**config.mk**
```make
export PLATFORM = sky130hd
export DESIGN_NAME = rom_sequencer
export DESIGN_NICKNAME = d
export VERILOG_FILES = /design/src/rtl/seq_pkg.sv /design/src/rtl/seq_rom.sv /design/src/rtl/rom_sequencer.sv
export SDC_FILE = /design/constraint.sdc
export NUM_CORES = 1
export LEC_CHECK = 0
export CAP_MARGIN = 20
export CORE_MARGIN = 1
export CORE_UTILIZATION = 35
export CTS_CLUSTER_SIZE = 12
export DETAILED_ROUTE_END_ITERATION = 10
export HOLD_SLACK_MARGIN = 0.12
export SLEW_MARGIN = 40
export SYNTH_ARGS = -nofsm -noshare
export SYNTH_HDL_FRONTEND = slang
export SYNTH_SLANG_ARGS = --single-unit
```
**constraint.sdc**
```tcl
create_clock -name clk_2 -period 2.25 [get_ports clk_2]
set_input_delay 0.45 -clock clk_2 [delete_from_list [all_inputs] [get_ports clk_2]]
set_output_delay 0.45 -clock clk_2 [all_outputs]
set_load 0.005 [all_outputs]
```
**src/rtl/seq_pkg.sv**
```systemverilog
`default_nettype none
// ============================================================================
// Module   : seq_pkg
// Brief    : Shared types and ROM image for the LED ROM sequencer.
// Revision : 1.0
// ============================================================================
package seq_pkg;

    typedef enum logic [1:0] {
        IDLE = 2'd0,
        READ = 2'd1,
        HOLD = 2'd2
    } state_t;

    typedef enum logic [1:0] {
        MANUAL    = 2'b00,
        AUTO_UP   = 2'b01,
        AUTO_DOWN = 2'b10,
        STEP      = 2'b11
    } mode_t;

    // Word [0] sits in the least-significant nibble.
    localparam logic [3:0][3:0] c_rom_data = {4'hC, 4'h9, 4'h2, 4'h3};

    function automatic logic [1:0] f_addr_step(input logic [1:0] addr, input logic up);
        return up ? addr + 2'd1 : addr - 2'd1;
    endfunction

endpackage
`default_nettype wire

```
**src/rtl/seq_rom.sv**
```systemverilog
`default_nettype none
// ============================================================================
// Module   : seq_rom
// Brief    : 4-word x 4-bit ROM with a registered read (latency 1).
// Revision : 1.0
// ============================================================================
module seq_rom
    import seq_pkg::*;
(
    input  logic       clk_2,
    input  logic [1:0] addr,
    output logic [3:0] data
);

    always_ff @(posedge clk_2) begin
        data <= c_rom_data[addr];
    end

endmodule
`default_nettype wire

```
**src/rtl/rom_sequencer.sv**
```systemverilog
`default_nettype none
// ============================================================================
// Module   : rom_sequencer
// Brief    : Fetches ROM words manually, by up/down auto-scan or single-step;
//            reports address, data, wrap pulse and saturating pass count.
//            Optional HOLD-cycle prescaler enabled by SEQ_PRESCALE_EN.
// Revision : 1.0
// ============================================================================
module rom_sequencer
    import seq_pkg::*;
#(
    parameter int PRESCALE = 4,
    parameter int CNT_W    = 8
) (
    input  logic             clk_2,
    input  logic             reset_n,
    input  logic [1:0]       mode,
    input  logic [1:0]       man_addr,
    input  logic             step,
    input  logic             hold,
    output logic [1:0]       addr_out,
    output logic [3:0]       data_out,
    output logic             valid,
    output logic             wrap,
    output logic [CNT_W-1:0] pass_count
);

    state_t           r_state;
    logic [1:0]       r_addr;
    logic [3:0]       r_data;
    logic             r_valid;
    logic             r_wrap;
    logic [CNT_W-1:0] r_count;
    logic             r_step_q;
    logic             r_step_pend;

    mode_t            w_mode;
    logic             w_tick;
    logic             w_adv;
    logic             w_wrap;
    logic             w_consume;
    logic [1:0]       w_next;
    logic [1:0]       w_rom_addr;
    logic [3:0]       w_rom_data;
    logic             w_step_rise;

    assign w_mode      = mode_t'(mode);
    assign w_step_rise = step & ~r_step_q;

`ifdef SEQ_PRESCALE_EN
    localparam int               c_pre_w   = (PRESCALE > 2) ? $clog2(PRESCALE) : 1;
    localparam logic [c_pre_w-1:0] c_pre_max = c_pre_w'(PRESCALE - 1);

    logic [c_pre_w-1:0] r_pre;
    mode_t              r_mode_q;
    logic               w_auto;

    assign w_auto = (w_mode == AUTO_UP) || (w_mode == AUTO_DOWN);
    assign w_tick = (r_pre == c_pre_max);

    always_ff @(posedge clk_2 or negedge reset_n) begin
        if (!reset_n) begin
            r_pre    <= '0;
            r_mode_q <= MANUAL;
        end else begin
            r_mode_q <= w_mode;
            if (w_mode != r_mode_q) begin
                r_pre <= '0;
            end else if (r_state == HOLD && !hold && w_auto) begin
                r_pre <= w_tick ? '0 : r_pre + c_pre_w'(1);
            end
        end
    end
`else
    logic [31:0] w_unused_prescale;

    assign w_unused_prescale = PRESCALE;
    assign w_tick            = 1'b1;
`endif

    always_comb begin
        w_adv     = 1'b0;
        w_wrap    = 1'b0;
        w_consume = 1'b0;
        w_next    = r_addr;
        if (r_state == HOLD && !hold) begin
            case (w_mode)
                MANUAL: begin
                    w_adv  = (man_addr != r_addr);
                    w_next = man_addr;
                end
                AUTO_UP: begin
                    w_adv  = w_tick;
                    w_next = f_addr_step(r_addr, 1'b1);
                    w_wrap = (r_addr == 2'd3);
                end
                AUTO_DOWN: begin
                    w_adv  = w_tick;
                    w_next = f_addr_step(r_addr, 1'b0);
                    w_wrap = (r_addr == 2'd0);
                end
                default: begin
                    w_adv     = r_step_pend;
                    w_consume = r_step_pend;
                    w_next    = f_addr_step(r_addr, 1'b1);
                    w_wrap    = (r_addr == 2'd3);
                end
            endcase
        end
    end

    // The ROM is fed the address being loaded so its word is ready during READ.
    always_comb begin
        w_rom_addr = r_addr;
        if (r_state == IDLE) begin
            w_rom_addr = 2'd0;
        end else if (w_adv) begin
            w_rom_addr = w_next;
        end
    end

    seq_rom u_rom (
        .clk_2 (clk_2),
        .addr  (w_rom_addr),
        .data  (w_rom_data)
    );

    always_ff @(posedge clk_2 or negedge reset_n) begin
        if (!reset_n) begin
            r_state     <= IDLE;
            r_addr      <= 2'd0;
            r_data      <= 4'd0;
            r_valid     <= 1'b0;
            r_wrap      <= 1'b0;
            r_count     <= '0;
            r_step_q    <= 1'b0;
            r_step_pend <= 1'b0;
        end else begin
            r_step_q    <= step;
            r_step_pend <= w_consume ? 1'b0 : (r_step_pend | w_step_rise);
            r_wrap      <= w_adv & w_wrap;
            if (w_adv && w_wrap && !(&r_count)) begin
                r_count <= r_count + CNT_W'(1);
            end
            case (r_state)
                IDLE: begin
                    r_addr  <= 2'd0;
                    r_state <= READ;
                end
                READ: begin
                    r_data  <= w_rom_data;
                    r_valid <= 1'b1;
                    r_state <= HOLD;
                end
                HOLD: begin
                    if (w_adv) begin
                        r_addr  <= w_next;
                        r_valid <= 1'b0;
                        r_state <= READ;
                    end
                end
                default: r_state <= IDLE;
            endcase
        end
    end

    assign addr_out   = r_addr;
    assign data_out   = r_data;
    assign valid      = r_valid;
    assign wrap       = r_wrap;
    assign pass_count = r_count;

endmodule
`default_nettype wire

```
==> results of run 1 <==
## report_power, final
| part | internal, uW | switching, uW |
|---|---|---|
| sequential | 554 | 108 |
| clock | 180 | 130 |
| combinational | 358 | 228 |
## worst max-delay path, stage by stage
cell	delay, ns
clkdlybuf4s50_1	0.51
inv_1	0.08
ha_1	0.24
and4bb_2	0.31
o22ai_1	0.15
buf_4	0.19
nor4_1	0.31
xor2_1	0.17
## layout by cell type, fill, tap and decap left out, drive strengths merged, types with 2 or more instances in the layout
cell           netlist  routed
xor2                 7       7
xnor2                2       2
nand4                3       3
mux2                 5       5
nor3                 2       2
or2                  2       2
dfrtp               20      20
a211oi               2       2
o21ai                2       2
nor3b                2       2
buf                  2      13
dfxtp                4       4
ha                   5       5
clkbuf               2       3
nand3                3       3
inv                  5       5
clkdlybuf4s50        0      23
nand2                2       2
nor4                 5       5
a21oi                2       2
nor2                 6       6
## synthesized netlist by cell type (all sizes together), types with 2 or more instances
master | count | area [sq um]
nor4 | 5 | 31.3
a211oi | 2 | 15.0
dfrtp | 20 | 500
nand4 | 3 | 18.8
or2 | 2 | 12.5
nand3 | 3 | 15.0
dfxtp | 4 | 80.1
inv | 5 | 18.8
nor3 | 2 | 10.0
clkbuf | 2 | 8.75
mux2 | 5 | 56.3
buf | 2 | 16.3
nand2 | 2 | 7.51
xnor2 | 2 | 17.5
xor2 | 7 | 61.3
a21oi | 2 | 10.0
ha | 5 | 62.6
nor3b | 2 | 20.0
nor2 | 6 | 22.5
o21ai | 2 | 10.0
## metrics by stage
stage	cells	setup slack [ns]	TNS (ns)	power, uW	hold slack [ns]
4_1_cts	179	0.112	0	1570	0.464
3_5_place_dp	175	-0.245	-2.33	1260	0.452
6_report	179	0.0855	0	1560	0.462
5_1_grt	179	-0.00395	-0.00395	1670	0.469
2_1_floorplan	99	0.334	0	979	0.154
3_3_place_gp	175	-0.208	-1.94	1250	0.444
## layout make-up
cell class / count / area [sq um]
Tap cell: 44 / 55.1
Sequential cell: 24 / 581
Clock inverter: 1 / 30.0
Inverter: 5 / 18.8
Multi-Input combinational cell: 66 / 534
Fill cell: 288 / 1510
Clock buffer: 3 / 22.5
Timing Repair Buffer: 36 / 328
## how the worst max path moves through the flow
stage	start	end	slack [ns]	cells past startpoint
6_report	mode[0]	pass_count[5]$_DFFE_PN0P_	0.09	8
5_1_grt	mode[0]	pass_count[2]$_DFFE_PN0P_	-0.004	8
4_1_cts	mode[0]	pass_count[4]$_DFFE_PN0P_	0.11	8
3_5_place_dp	mode[0]	pass_count[4]$_DFFE_PN0P_	-0.24	8
3_3_place_gp	mode[0]	pass_count[1]$_DFFE_PN0P_	-0.21	7
2_1_floorplan	mode[0]	pass_count[1]$_DFFE_PN0P_	0.33	6
## cells by family after synthesis
logic type                 count (synthesis)  share of synthesized area
adders and majority gates                  5                     0.0545
DFF                                       24                      0.506
buffers and inverters                      9                     0.0382
muxes                                      5                     0.0491
and+or+nand+nor                           31                      0.165
xor gates and xnor gates                  10                     0.0883
AOI/OAI and AO/OA                         15                     0.0992
## sequential cells by signal (all words and copies together) (netlist names)
signal,flops
data_out,4
addr_out,2
r_step_q,1
pass_count,8
wrap,1
u_rom.data,4
r_step_pend,1
valid,1
r_state,2
## per-layer routing
layer / track usage / routed length, microns / vias up
met4: 0.0510 / 15 / 0
met3: 0.0218 / 56 / 2
met1: 0.176 / 1040 / 416
li1: - / - / 429
met5: 0 / 0 / -
met2: 0.252 / 1070 / 16
## timing repair
item,4_1_cts,5_1_grt
endpoints found under the setup margin,0,2
resized for setup,0,2
hold endpoints to repair,0,0
hold buffers,0,0
==> impl_metrics.yaml, run 1 <==
run_status:
  status: "complete, no violations"
power:
  p_leak_uw: 0.000677
  power.density_nw_per_um2: 993
  peakVddDrop_uv: 357
final_layout:
  finalNetCount: 149
  insertedDiodeCount: 0
  area_growth_pct: 36.7
  post_route_cells_drive_above_1_share: 0.230
  final_util: 0.510
  fin_area_sq_um: 1570
clocking:
  clkLatencyLatePin_ns: 0.31
  cts_tree: "yes"
  cts_setup_buffers: 0
  cts.clk_slew.worst_paths_ns: 0.14
  cts-htree-levels: 1
  cts_num_sinks: 24
  cts_buffer_depth: 2
  clock-root-buffer: "clkbuf_4"
  cts_buffers: 3
timing:
  final-max-slew-violation-count: 0
  hold_viol_final: 0
  tightest_slew_ns: 0.484
  finalSetupViolations: 0
  fin_skew_ns: 0.00823
  period_share: 0.962
  period_needed_ns: 2.16
  max_freq_mhz: 462
  slew_headroom: 0.675
drt:
  route.detailed.drc: 0
  ant_nets: 0
  totalWireLength_mm: 2.18
  routed-via-count: 863
  vias_per_cell: 4.82
  drtPass1Iterations: 4
  drt_iter0_markers: 10
  routedWlPerCell_microns: 12.2
placement:
  place.gp.congestion: 0.812
  numPortBuffers: 23
  dpl.hpwl_mm: 1.64
  dpl_cell_area_sq_um: 1510
die:
  die_height_microns: 59.3
  io_pins: 24
  rows: 20
  initial_core_util: 0.373
  die_area_sq_um: 3510
  die_x_microns: 59.3
  core_sq_um: 3080
worst_setup_path:
  r2r-start: "r_state[0]$_DFFE_PN0P_"
  r2r_setup_slack_ns: 0.41
  worstSetupPathType: "in -> reg"
  start_kind: "primary input"
  ff2ff_path_depth: 6
  crit_path_max_fanout: 5
  end_kind: "register"
  reg2reg_to: "u_rom.data[2]$_DFF_P_"
  worstPathRequired_ns: 2.49
  arrival_ns: 2.41
global_route:
  overflow: 0
  antenna_found_initial: 0
  grt_pass1_vias: 886
  grt_max_degree: 21
  gr-usage-all-layers: 0.143
  grt_pass1_wl_mm: 3.80
synthesis:
  synth_area_sq_um: 1150
  yosysWarningCount: 0
  ys_seq_area_frac: 0.506
  async_flop_share: 0.833
  synth_cell_types: 40
  yosys_register_bits: 24
  synth_ff_type: "dfrtp_1"
  synth-edff-count: 0
  synthCells: 99
  syn_nets: 112
  syn-mean-instance-area_sq_um: 11.6
run:
  max_cap_violations: 0
hold_path:
  min_path_type: "in -> async"
Power figures use the tool's default switching activity.
==> run 2: changes to the inputs <==
--- a/config.mk
+++ b/config.mk
@@ -8,6 +8,7 @@
 export CAP_MARGIN = 20
 export CORE_MARGIN = 1
 export CORE_UTILIZATION = 35
+export CTS_BUF_LIST = sky130_fd_sc_hd__clkbuf_8
 export CTS_CLUSTER_SIZE = 12
 export DETAILED_ROUTE_END_ITERATION = 10
 export HOLD_SLACK_MARGIN = 0.12
==> impl_metrics.yaml, run 2 (synthesis gave the netlist of run 1 again) <==
run_status:
  status: "complete, no violations"
die:
  rows: 20
  die_area_sq_um: 3510
  io_pins: 24
  initial_core_util: 0.373
  die_x_microns: 59.3
  core_sq_um: 3080
  die_height_microns: 59.3
global_route:
  grt_pass1_wl_mm: 3.84
  grt_pass1_vias: 884
  grt_max_degree: 21
  gr-usage-all-layers: 0.146
  antenna_found_initial: 0
  overflow: 0
placement:
  pre_cts_ws_ns: -0.245
  place.gp.congestion: 0.812
  numPortBuffers: 23
  dpl.hpwl_mm: 1.64
final_layout:
  post_route_cells_drive_above_1_share: 0.259
  area_growth_pct: 42.6
  n_fill_cell: 278
  finalNetCount: 149
  insertedDiodeCount: 0
  multi_input_area_sq_um: 581
  mostFrequentLayoutCells: "clkdlybuf4s50_1, dfrtp_1, buf_4, xor2_1, nor2_1"
  final_util: 0.532
  final_common_cell: "clkdlybuf4s50_1"
  regArea_sq_um: 581
  largest_reg_flops: 8
worst_setup_path:
  critPathLaunch: "mode[0]"
  crit_path_max_fanout: 5
  worstSetupPathType: "in -> reg"
  arrival_ns: 2.38
  worstPathRequired_ns: 2.44
  r2r-start: "r_state[0]$_DFFE_PN0P_"
  end_kind: "register"
  start_kind: "primary input"
timing:
  whs_ns: 0.465
  max_freq_mhz: 458
  final-max-slew-violation-count: 0
  tns_ns: 0
  hold_viol_final: 0
  rsz0062_at_grt: "yes"
  slew_headroom: 0.590
  period_needed_ns: 2.18
  fin_skew_ns: 0.00368
  worst_slack_ns: 0.0669
  finalSetupViolations: 0
  tightest_slew_ns: 0.610
  period_share: 0.970
drt:
  drt_iter0_markers: 8
  drtPass1Iterations: 4
  routedWlPerCell_microns: 12.8
  routed-via-count: 868
  route.detailed.drc: 0
  totalWireLength_mm: 2.29
  ant_nets: 0
  vias_per_cell: 4.85
power:
  p_leak_uw: 0.000696
  power.density_nw_per_um2: 1010
  peakVddDrop_uv: 355
  total_power_uw: 1650
clocking:
  cts_buffers: 3
  cts.clk_slew.worst_paths_ns: 0.08
  clock-root-buffer: "clkbuf_8"
  cts_num_sinks: 24
  cts_tree: "yes"
  clkLatencyLatePin_ns: 0.27
  cts-htree-levels: 1
  cts_buffer_depth: 2
hold_path:
  holdCritStartpoint: "u_rom.data[1]$_DFF_P_"
  min_path_type: "reg -> reg"
run:
  max_cap_violations: 0
-- run 2: what timing repair did --
action	in CTS	in global routing
hold buffers	0	0
buffers inserted	0	0
setup endpoints to repair	0	8
resized for setup	0	9
-- run 2: through the flow --
step | std cells | instance area [sq um]
after floorplan | 99 | 1150
final | 179 | 1640
after global placement | 175 | 1510
after detailed placement | 175 | 1510
after CTS | 179 | 1580
after global routing | 179 | 1640
-- run 2: final timing paths --
| kind | end | slack (ns) | depth (start not counted) |
|---|---|---|---|
| worst max-delay path | pass_count[5]$_DFFE_PN0P_ | 0.07 | 8 |
| min in group asynchronous | r_step_q$_DFF_PN0_ | 0.52 | 2 |
| worst max register to register | pass_count[7]$_DFFE_PN0P_ | 0.41 | 6 |
| max in group asynchronous | wrap$_DFF_PN0_ | 1.52 | 2 |
| worst min register to register | data_out[1]$_DFFE_PN0P_ | 0.46 | 1 |
| worst min-delay path | data_out[1]$_DFFE_PN0P_ | 0.46 | 1 |
-- run 2: report_power, final --
group / switching, uW / internal [uW]
Sequential: 108 / 555
Combinational: 254 / 362
Clock: 136 / 238
-- run 2: cell type report --
type                            instances  share of cell area
Clock inverter                          1              0.0183
Inverter                                5              0.0115
Clock buffer                            3              0.0252
Timing Repair Buffer                   36               0.202
Sequential cell                        24               0.355
Multi-Input combinational cell         66               0.355
Tap cell                               44              0.0336
-- run 2: critical path, cell delays in order --
cell             delay [ns]
clkdlybuf4s50_1        0.51
inv_1                  0.08
ha_1                   0.24
and4bb_2               0.31
o22ai_1                0.16
buf_4                  0.20
nor4_2                 0.26
xor2_1                 0.17
-- run 2: metal layers --
layer	share of wire	vias up	global-route usage
li1	-	428	-
met2	0.50	17	0.257
met1	0.46	420	0.178
met4	0.011	0	0.0510
met3	0.025	3	0.0284
met5	0	-	0
==> run 3: changes to the inputs <==
--- a/config.mk
+++ b/config.mk
@@ -5,8 +5,9 @@
 export SDC_FILE = /design/constraint.sdc
 export NUM_CORES = 1
 export LEC_CHECK = 0
+export ABC_CLOCK_PERIOD_IN_PS = 2250
 export CAP_MARGIN = 20
-export CORE_MARGIN = 1
+export CORE_MARGIN = 5
 export CORE_UTILIZATION = 35
 export CTS_BUF_LIST = sky130_fd_sc_hd__clkbuf_8
 export CTS_CLUSTER_SIZE = 12
==> impl_metrics.yaml, run 3 (synthesis gave the netlist of run 1 again) <==
timing:
  period_needed_ns: 1.96
  slew_headroom: 0.684
  finalSetupViolations: 0
  tightest_slew_ns: 0.473
  period_share: 0.872
  rsz0062_at_grt: "no"
  fin_skew_ns: 0.0104
  max_freq_mhz: 510
  final-max-slew-violation-count: 0
  hold_viol_final: 0
  whs_ns: 0.466
die:
  core_sq_um: 3100
  die_area_sq_um: 4520
  rows: 20
  die_x_microns: 67.3
  initial_core_util: 0.370
  io_pins: 24
  die_height_microns: 67.3
clocking:
  cts_hold_buffers: 0
  cts.clk_slew.worst_paths_ns: 0.09
  cts_resized: 0
  cts_setup_buffers: 0
  cts-htree-levels: 1
  clock-root-buffer: "clkbuf_8"
  cts_tree: "yes"
  cts_buffer_depth: 2
  cts_buffers: 3
  clkLatencyLatePin_ns: 0.27
  cts_num_sinks: 24
hold_path:
  min_path_type: "reg -> reg"
  holdPathStages: 1
drt:
  route.detailed.drc: 0
  drt_iter0_markers: 37
  vias_per_cell: 4.82
  totalWireLength_mm: 2.48
  routedWlPerCell_microns: 13.9
  ant_nets: 0
  routed-via-count: 862
  drtPass1Iterations: 4
worst_setup_path:
  crit_chain: "clkdlybuf4s50_1 -> nor3b_2 -> o311ai_0 -> buf_4 -> or2_0 -> buf_4 -> a211o_2"
  worstSetupPathType: "in -> reg"
  ff2ff_path_depth: 6
  cp_slowest_cell: "clkdlybuf4s50_1"
  critPathMostFrequentCell: "buf_4"
  r2r_setup_slack_ns: 0.42
  worstPathRequired_ns: 2.41
  slowest_delay_ns: 0.42
  cp_top_family: "buffers and inverters"
  start_kind: "primary input"
  end_kind: "register"
  worst-path-stages: 7
  path_buf_inv: 3
  arrival_ns: 2.12
  crit_path_max_fanout: 7
final_layout:
  final_util: 0.517
  insertedDiodeCount: 0
  area_growth_pct: 39.8
  finalNetCount: 149
  fin_area_sq_um: 1600
  largest_reg_flops: 8
  post_route_cells_drive_above_1_share: 0.244
  mostFrequentLayoutCells: "clkdlybuf4s50_1, dfrtp_1, buf_4, xor2_1, nor2_1"
  final_common_cell: "clkdlybuf4s50_1"
placement:
  dpl.hpwl_mm: 1.80
  place.gp.congestion: 0.777
  dpl_cell_area_sq_um: 1510
  numPortBuffers: 23
run:
  max_cap_violations: 0
global_route:
  antenna_found_initial: 0
  overflow: 0
  grt_pass1_vias: 892
  grt_max_degree: 21
  gr-usage-all-layers: 0.117
  grt_pass1_wl_mm: 4.03
power:
  swShare: 0.300
  p_leak_uw: 0.000705
  p_sw_uw: 492
  combPwrFrac: 0.363
  pwr-share-clk: 0.231
  peakVddDrop_uv: 555
  p_int_uw: 1150
  power_frac_seq: 0.406
  power.density_nw_per_um2: 1020
run_status:
  status: "complete, no violations"
[run 3: cell count changes in the layout (fill, tap and decap cells not counted), sizes merged]
cell	before	now
clkdlybuf4s50	22	21
dlymetal6s2s	1	2
[run 3: cell type report]
cell class | count | area [sq um]
fillers | 303 | 1500
flip-flops and latches | 24 | 581
multi-input cells | 66 | 546
repair buffers | 36 | 333
well taps | 44 | 55.1
clock buffers | 3 | 41.3
clock inverters | 1 | 30.0
inverters | 5 | 18.8
[run 3: power groups by stage]
stage | Sequential, uW | Clock (uW) | Combinational [uW]
after CTS | 668 | 387 | 593
final | 665 | 378 | 596
after global routing | 693 | 405 | 653
after floorplan | 660 | 0 | 319
after global placement | 669 | 0 | 576
after detailed placement | 677 | 0 | 590
[run 3: path summary, 6_finish.rpt]
path	endpoint	start
max in group asynchronous	pass_count[3]$_DFFE_PN0P_	reset_n
hold reg to reg	data_out[0]$_DFFE_PN0P_	u_rom.data[0]$_DFF_P_
setup / recovery	u_rom.data[1]$_DFF_P_	hold
setup reg to reg	u_rom.data[1]$_DFF_P_	r_state[0]$_DFFE_PN0P_
min in group asynchronous	r_step_pend$_DFF_PN0_	reset_n
hold / removal	data_out[0]$_DFFE_PN0P_	u_rom.data[0]$_DFF_P_
[run 3: stage by stage]
step	power, uW	setup WS [ns]	TNS [ns]	std cells
floorplan	979	0.334	0	99
global placement	1250	-0.194	-1.90	175
detailed placement	1270	-0.252	-2.39	175
CTS	1650	0.0289	0	179
global route	1750	0.215	0	179
finish	1640	0.289	0	179
[run 3: metal layers]
layer | up-vias | global-route usage | part of all wire
met1 | 411 | 0.154 | 0.46
met5 | - | 0 | 0
met3 | 2 | 0.0433 | 0.045
met2 | 24 | 0.182 | 0.49
li1 | 425 | - | -
met4 | 0 | 0.0304 | 0.0024
